--- config.mk ---
export PLATFORM = sky130hd
export DESIGN_NAME = dual_ram_arbiter
export DESIGN_NICKNAME = d
export VERILOG_FILES = /design/src/rtl/dual_ram_arbiter.sv
export SDC_FILE = /design/constraint.sdc
export NUM_CORES = 1
export LEC_CHECK = 0
export CAP_MARGIN = 20
export CORE_ASPECT_RATIO = 2
export CORE_MARGIN = 3
export CORE_UTILIZATION = 43
export DETAILED_ROUTE_END_ITERATION = 16
export PLACE_DENSITY = 0.78
export REMOVE_ABC_BUFFERS = 1
export SYNTH_ARGS = -nofsm -noshare
export SYNTH_HDL_FRONTEND = slang
export SYNTH_SLANG_ARGS = --single-unit
--- constraint.sdc ---
create_clock -name clk -period 1.6 [get_ports clk]
set_clock_uncertainty 0.05 [all_clocks]
set_input_delay 0.32 -clock clk [delete_from_list [all_inputs] [get_ports clk]]
set_output_delay 0.32 -clock clk [all_outputs]
set_load 0.005 [all_outputs]
--- src/rtl/dual_ram_arbiter.sv ---
// Two-client arbiter sharing one dual-address RAM.
// Port 0 reads and writes; port 1 only reads.
// Every transaction runs IDLE -> EXEC -> RESP. Requests are sampled only in IDLE.
module dual_ram_arbiter #(
  parameter int unsigned DATA_W = 8,
  parameter int unsigned ADDR_W = 4
) (
  input  logic              clk,
  input  logic              rst_n,
  input  logic              c0_req,
  input  logic              c0_we,
  input  logic [ADDR_W-1:0] c0_addr,
  input  logic [DATA_W-1:0] c0_wdata,
  output logic              c0_ack,
  output logic [DATA_W-1:0] c0_rdata,
  input  logic              c1_req,
  input  logic              c1_we,
  input  logic [ADDR_W-1:0] c1_addr,
  input  logic [DATA_W-1:0] c1_wdata,
  output logic              c1_ack,
  output logic [DATA_W-1:0] c1_rdata,
  output logic              ram_wr_en,
  output logic [DATA_W-1:0] ram_data_in,
  output logic [ADDR_W-1:0] ram_addr_0,
  output logic              ram_port_en_0,
  output logic [ADDR_W-1:0] ram_addr_1,
  output logic              ram_port_en_1,
  input  logic [DATA_W-1:0] ram_data_out_0,
  input  logic [DATA_W-1:0] ram_data_out_1
);

  typedef enum logic [1:0] {StIdle, StExec, StResp} state_e;

  state_e            state_q, state_d;
  logic              rr_q, rr_d;
  logic              wr_en_q, wr_en_d;
  logic [DATA_W-1:0] data_in_q, data_in_d;
  logic [ADDR_W-1:0] addr0_q, addr0_d, addr1_q, addr1_d;
  logic              en0_q, en0_d, en1_q, en1_d;
  // Per-client record of the latched transaction: served, is a read, read sits on port 1.
  logic              c0_srv_q, c0_srv_d, c1_srv_q, c1_srv_d;
  logic              c0_rd_q, c0_rd_d, c1_rd_q, c1_rd_d;
  logic              c0_p1_q, c0_p1_d, c1_p1_q, c1_p1_d;
  logic              c0_ack_q, c0_ack_d, c1_ack_q, c1_ack_d;
  logic [DATA_W-1:0] c0_rdata_q, c0_rdata_d, c1_rdata_q, c1_rdata_d;

  logic use_c0, use_c1, c0_on_p1, c1_on_p1;

  // Pair the current requests. Only a write-write conflict serializes; the writer owns port 0.
  always_comb begin
    use_c0   = 1'b0;
    use_c1   = 1'b0;
    c0_on_p1 = 1'b0;
    c1_on_p1 = 1'b0;
    if (c0_req && c1_req) begin
      if (c0_we && c1_we) begin
        use_c0 = !rr_q;
        use_c1 = rr_q;
      end else begin
        use_c0   = 1'b1;
        use_c1   = 1'b1;
        c0_on_p1 = c1_we;
        c1_on_p1 = !c1_we;
      end
    end else begin
      use_c0 = c0_req;
      use_c1 = c1_req;
    end
  end

  // Next-state logic. RAM-side registers default to 0, so they are live only during EXEC.
  always_comb begin
    state_d    = state_q;
    rr_d       = rr_q;
    wr_en_d    = 1'b0;
    data_in_d  = '0;
    addr0_d    = '0;
    en0_d      = 1'b0;
    addr1_d    = '0;
    en1_d      = 1'b0;
    c0_srv_d   = c0_srv_q;
    c1_srv_d   = c1_srv_q;
    c0_rd_d    = c0_rd_q;
    c1_rd_d    = c1_rd_q;
    c0_p1_d    = c0_p1_q;
    c1_p1_d    = c1_p1_q;
    c0_ack_d   = 1'b0;
    c1_ack_d   = 1'b0;
    c0_rdata_d = c0_rdata_q;
    c1_rdata_d = c1_rdata_q;
    case (state_q)
      StIdle: begin
        if (c0_req || c1_req) begin
          state_d = StExec;
          if (c0_req && c1_req && c0_we && c1_we) rr_d = !rr_q;
          c0_srv_d = use_c0;
          c1_srv_d = use_c1;
          c0_rd_d  = use_c0 && !c0_we;
          c1_rd_d  = use_c1 && !c1_we;
          c0_p1_d  = c0_on_p1;
          c1_p1_d  = c1_on_p1;
          if (use_c0) begin
            if (c0_on_p1) begin
              en1_d   = 1'b1;
              addr1_d = c0_addr;
            end else begin
              en0_d     = 1'b1;
              addr0_d   = c0_addr;
              wr_en_d   = c0_we;
              data_in_d = c0_we ? c0_wdata : '0;
            end
          end
          if (use_c1) begin
            if (c1_on_p1) begin
              en1_d   = 1'b1;
              addr1_d = c1_addr;
            end else begin
              en0_d     = 1'b1;
              addr0_d   = c1_addr;
              wr_en_d   = c1_we;
              data_in_d = c1_we ? c1_wdata : '0;
            end
          end
        end
      end
      StExec: begin
        state_d  = StResp;
        c0_ack_d = c0_srv_q;
        c1_ack_d = c1_srv_q;
        // Read data is taken only from a port this transaction enabled.
        if (c0_srv_q && c0_rd_q) c0_rdata_d = c0_p1_q ? ram_data_out_1 : ram_data_out_0;
        if (c1_srv_q && c1_rd_q) c1_rdata_d = c1_p1_q ? ram_data_out_1 : ram_data_out_0;
      end
      StResp:  state_d = StIdle;
      default: state_d = StIdle;
    endcase
  end

  // State and output registers; asynchronous reset kills any in-flight write.
  always_ff @(posedge clk or negedge rst_n) begin
    if (!rst_n) begin
      state_q    <= StIdle;
      rr_q       <= 1'b0;
      wr_en_q    <= 1'b0;
      data_in_q  <= '0;
      addr0_q    <= '0;
      en0_q      <= 1'b0;
      addr1_q    <= '0;
      en1_q      <= 1'b0;
      c0_srv_q   <= 1'b0;
      c1_srv_q   <= 1'b0;
      c0_rd_q    <= 1'b0;
      c1_rd_q    <= 1'b0;
      c0_p1_q    <= 1'b0;
      c1_p1_q    <= 1'b0;
      c0_ack_q   <= 1'b0;
      c1_ack_q   <= 1'b0;
      c0_rdata_q <= '0;
      c1_rdata_q <= '0;
    end else begin
      state_q    <= state_d;
      rr_q       <= rr_d;
      wr_en_q    <= wr_en_d;
      data_in_q  <= data_in_d;
      addr0_q    <= addr0_d;
      en0_q      <= en0_d;
      addr1_q    <= addr1_d;
      en1_q      <= en1_d;
      c0_srv_q   <= c0_srv_d;
      c1_srv_q   <= c1_srv_d;
      c0_rd_q    <= c0_rd_d;
      c1_rd_q    <= c1_rd_d;
      c0_p1_q    <= c0_p1_d;
      c1_p1_q    <= c1_p1_d;
      c0_ack_q   <= c0_ack_d;
      c1_ack_q   <= c1_ack_d;
      c0_rdata_q <= c0_rdata_d;
      c1_rdata_q <= c1_rdata_d;
    end
  end

  assign ram_wr_en     = wr_en_q;
  assign ram_data_in   = data_in_q;
  assign ram_addr_0    = addr0_q;
  assign ram_port_en_0 = en0_q;
  assign ram_addr_1    = addr1_q;
  assign ram_port_en_1 = en1_q;
  assign c0_ack        = c0_ack_q;
  assign c1_ack        = c1_ack_q;
  assign c0_rdata      = c0_rdata_q;
  assign c1_rdata      = c1_rdata_q;

endmodule

## Word-level counts from Yosys, hierarchy flattened

Cells that the tools add are included.
Widths: inputs -> output; s select.

| storage, ports and cells | value |
|---|---|
| bits in registers | 46 |
| bits of input ports | 46 |

| cells by class | value |
|---|---|
| equality and inequality tests | 2 |
| multiplexer cells | 52 |
| reductions and logical operators | 17 |

Operator list:

| kind | number |
|---|---|
| $mux 8 | 10 |
| $mux 4 | 12 |
| $mux 1 | 28 |
| $logic_and 1x1->1 | 8 |
| $reduce_and 2->1 | 3 |
| $pmux 2 s2 | 1 |
| $logic_not 1->1 | 3 |
| $reduce_and 3->1 | 1 |
| $eq 2x1->1 const B | 1 |
| $logic_not 2->1 | 1 |
| $mux 2 | 1 |
| $ne 2x2->1 const B | 1 |
| $logic_or 1x1->1 | 1 |

## Depth between registers and ports, before layout

| depth | value |
|---|---|
| depth after elaboration | 9 |
| depth in mapped cells | 5 |
| mapped depth without buffers | 4 |

## Worst setup path before layout

OpenSTA, ideal clock, no wires.

| path | value |
|---|---|
| path type | register to register |
| start | reg state_q[0] |
| end | reg data_in_q[0], in the netlist ram_data_in[0] |
| arrival time | 1.081 ns |
| required time | 1.484 ns |
| setup slack | 0.403 ns |
| cell stages (with the launch flop) | 5 |
| path buffers | 1 |
| period minus slack after synthesis | 1.197 ns |
| cells stage by stage | dfrtp_1 -> or2_1 -> buf_6 -> nor3b_2 -> a32o_2 |

| on the way | value |
|---|---|
| cells in the longest elaborated chain, start to end | 2 |

RTL lines:

| item | line | source |
|---|---|---|
| start: declaration | 34 | `state_e state_q, state_d;` |
| start signal: assignment | 142 | `state_q <= StIdle;` |
| start signal: assignment | 161 | `state_q <= state_d;` |
| $logic_not 2->1 | 91 | `case (state_q)` |
| $mux 8 | 91 |  |
| net data_in_d[0] | 37 | `logic [DATA_W-1:0] data_in_q, data_in_d;` |
| end signal: assignment | 164 | `data_in_q <= data_in_d;` |
| end: declaration | 37 |  |

The timed path passes the listed nets, and every way through them passes these cells.
A chain may end at the register's enable or synchronous reset.

## Worst setup path in the final report

| path | value |
|---|---|
| start | reg c0_rdata_q[1], in the netlist c0_rdata[1] |
| end | out c0_rdata[1] |

RTL lines:

| item | line | source |
|---|---|---|
| start: declaration | 45 | `logic [DATA_W-1:0] c0_rdata_q, c0_rdata_d, c1_rdata_q, c1_rdata_d;` |
| start signal: assignment | 177 | `c0_rdata_q <= c0_rdata_d;` |
| end: declaration | 15 | `output logic [DATA_W-1:0] c0_rdata,` |

No word-level cell between the ends.

==> results by group <==
Status
  • Status: finished clean

Detailed routing
  • Antenna Nets Post-Route: 0
  • WL final: approximately 5.1 mm
  • Detailed-route DRC error count: 0
  • DR pass1 iterations: 4
  • Vias: 1757
  • Vias per Instance: slightly above 5
  • Drt initial violations: 37
  • Routed wire length per instance: 15.1 um

Logic synthesis
  • Largest family of logic cells by synthesized area: simple AND/OR/NAND/NOR gates
  • Ys async rst share: 100%
  • Yosys warns: 0
  • Post-Synth Simple-Gate Area: between 15 and 20%
  • Compound-Gate Fraction of Synth Area: 16.2%
  • Post-Synth XOR/XNOR Area: 0.411%
  • Yosys top cell area share: a little over half
  • Sequential area share after synthesis: 54.1%
  • Cell taking the most area after synthesis: dfrtp_1
  • Synthesized flop and latch total: 46
  • Synth Area in Adders: 0%
  • Most common cell in the netlist: dfrtp_1
  • Post-Syn Instances: 184
  • Mux cell area share after synthesis: ~7.5%
  • Post-synth top cells: 46 x dfrtp_1, 28 x nand2_1, 19 x o21ai_1, 16 x mux2i_1, 8 x nor3b_2
  • Yosys cell types: 36
  • Area contributors post-synth: dfrtp_1 54%, mux2i_1 7.5%, nand2_1 4.9%
  • EDFF count, synth: 0
  • Synth Area per Inst: roughly 12 um^2
  • Mapped Area: 2130 um^2
  • Ys flop type: dfrtp_1

Clocking
  • Reg clk slew, reported paths: about 0.08 ns
  • Clock Tree Root: clkbuf_8
  • Sink Count: between 40 and 50
  • TritonCTS clock tree: done
  • H-tree depth: 2
  • Clock buffer depth: 2
  • TritonCTS Buffers: 5
  • Clock latency on the worst-skew pair: 0.29 ns

STA
  • Worst Max-Slew Pin Slew: 0.568 ns
  • Worst setup margin: ~0.076 ns
  • Final Max Slew Viols: 0
  • Fmax: 656 MHz
  • Part of the cycle the worst path needs: 95.3%
  • RSZ-0062 raised after global routing: false
  • Final setup vio count: 0
  • Slew HR: 62.1%
  • Final min period: about 1.5 ns
  • Fin. Hold Viols: 0

Worst setup path
  • Crit-path max FO: 2
  • Largest delay share family, worst path: buffers and inverters
  • Worst path cell trace: clkdlybuf4s50_1
  • Arr. time, crit path: 1.15 ns
  • Req. time, crit path: 1.23 ns
  • Startpoint type of the worst setup path: register
  • CP bufs+invs: 1
  • Worst setup EP type: output pin
  • Slowest-stage cell, CP: clkdlybuf4s50_1
  • Max incr delay on CP: 0.50 ns
  • Critical path class: register to output pin

Cells and area
  • # fillers: 362
  • Nets: around 330
  • Area Overhead vs Synth: 52.9%
  • Share of cells above drive strength 1: 19.9%
  • N_diodes: 0

Pwr
  • NetSw: 1460 uW
  • Lkg Pwr: 0.00144 uW
  • Clk network pwr share: 17.9%
  • Peak supply drop: ~1.1 mV
  • Total power: about 4600 uW
  • Comb pwr share: between 40% and 50%
  • Int Pwr: 3180 uW
  • Flop pwr share: between 40% and 50%
  • Pwr Density: 1420 nW/um^2
  • Switching share of power: 31.4%

Floorplanning
  • Row count: 35
  • Die height: 106 um
  • Die width: 55.8 um
  • Die ar.: around 5900 um^2
  • Ports: 83
  • Floorplan core area: 4690 um^2
  • Starting Density: 45.4%

Global route
  • Global Route Usage Sum: 19.2%
  • Number of global-route vias before repair: 1985
  • Initial antenna violation count: 0
  • First-pass GRT wire length: 9.16 mm
  • Gr ovfl total: 0
  • Largest net degree at the start of global routing: 47

Placed design
  • Detailed Place HPWL: 3.95 mm
  • Gpl congestion: 0.747
  • Port Buf Inserts: 82
  • Place WS: -0.176 ns

Flow run
  • Max Cap Viol: 0

Hold path
  • HP Class: register to register
==> worst min-delay path: stages, from the launching register on <==
cell and delay [ns]:
dfrtp_1 0.34, nand2_1 0.05, o21ai_1 0.06
==> cells in the final DEF (no fill, tap or decap), types with 4 or more instances in the layout <==
cell type	n
a21oi_1	7
nor2b_1	5
o22ai_1	4
nor2_1	5
clkbuf_8	5
nor3b_2	8
dfrtp_1	46
o21ai_1	19
mux2i_1	16
clkdlybuf4s50_1	81
a32o_2	7
nand2_1	28
buf_4	20
==> per-layer routing <==
metal / vias to the layer above / track usage [%] / share of wire, %
met4: 0 / 8.35 / 1.7
li1: 854 / - / -
met5: - / 0 / 0
met1: 834 / 21.3 / 38
met2: 61 / 35.2 / 56
met3: 8 / 3.19 / 5.0
==> timing repair <==
item / 4_1_cts / 5_1_grt
setup endpoints to repair: 0 / 1
buffers inserted: 0 / 0
hold buffers: 1 / 0
resized for setup: 0 / 1
hold endpoints to repair: 46 / 0
==> state kept, by name, indices dropped and copies added, names as in the netlist, 2 cells and up <==
name and cells:
c0_rdata 8, ram_addr_1 4, c1_rdata 8, ram_addr_0 4
ram_data_in 8, state_q 2
==> area by class of cell <==
type                            instances  area [um^2]  area share [%]
Clock buffer                            7         76.3            2.34
Clock inverter                          1         30.0           0.922
Inverter                                3         11.3           0.346
Multi-Input combinational cell        125          902            27.7
Sequential cell                        46         1150            35.4
Tap cell                               55         68.8            2.11
Timing Repair Buffer                  105         1020            31.2
==> per-stage QoR <==
step / area (um^2) / util [%] / std cells / hold slack, ns / setup TNS, ns
finish: 3260 / 69.5 / 342 / 0.438 / 0
detailed placement: 3140 / 66.9 / 333 / 0.264 / -2.36
CTS: 3250 / 69.4 / 342 / 0.446 / 0
floorplan: 2060 / - / 174 / -0.0256 / 0
global placement: 3140 / 66.9 / 333 / 0.267 / -1.67
global route: 3260 / 69.5 / 342 / 0.468 / 0
==> path summary, 6_finish.rpt <==
kind / from / end / slack [ns] / depth (start not counted)
worst max-delay path: c0_rdata[1] / c0_rdata[1] / 0.08 / 1
worst min-delay path: c0_rdata[2] / c0_rdata[2] / 0.44 / 2
worst max register to register: state_q[1] / ram_data_in[6] / 0.16 / 3
worst min register to register: c0_rdata[2] / c0_rdata[2] / 0.44 / 2
max in group asynchronous: rst_n / ram_data_in[7] / 0.81 / 3
min in group asynchronous: rst_n / ram_wr_en / 0.48 / 3
==> power by group through the flow <==
stage / Sequential (uW) / Clock, uW / Combinational [uW]
detailed placement: 1900 / 0 / 1960
CTS: 1880 / 853 / 1970
global route: 1940 / 898 / 2130
global placement: 1900 / 0 / 1910
floorplan: 1890 / 0 / 816
finish: 1870 / 831 / 1930
==> cell families after synthesis <==
| logic type | count (synthesis) |
|---|---|
| AOI/OAI and AO/OA | 47 |
| xor gates and xnor gates | 1 |
| buffers and inverters | 13 |
| DFF | 46 |
| muxes | 16 |
| and+or+nand+nor | 61 |
(Power assumes the default switching activity.)
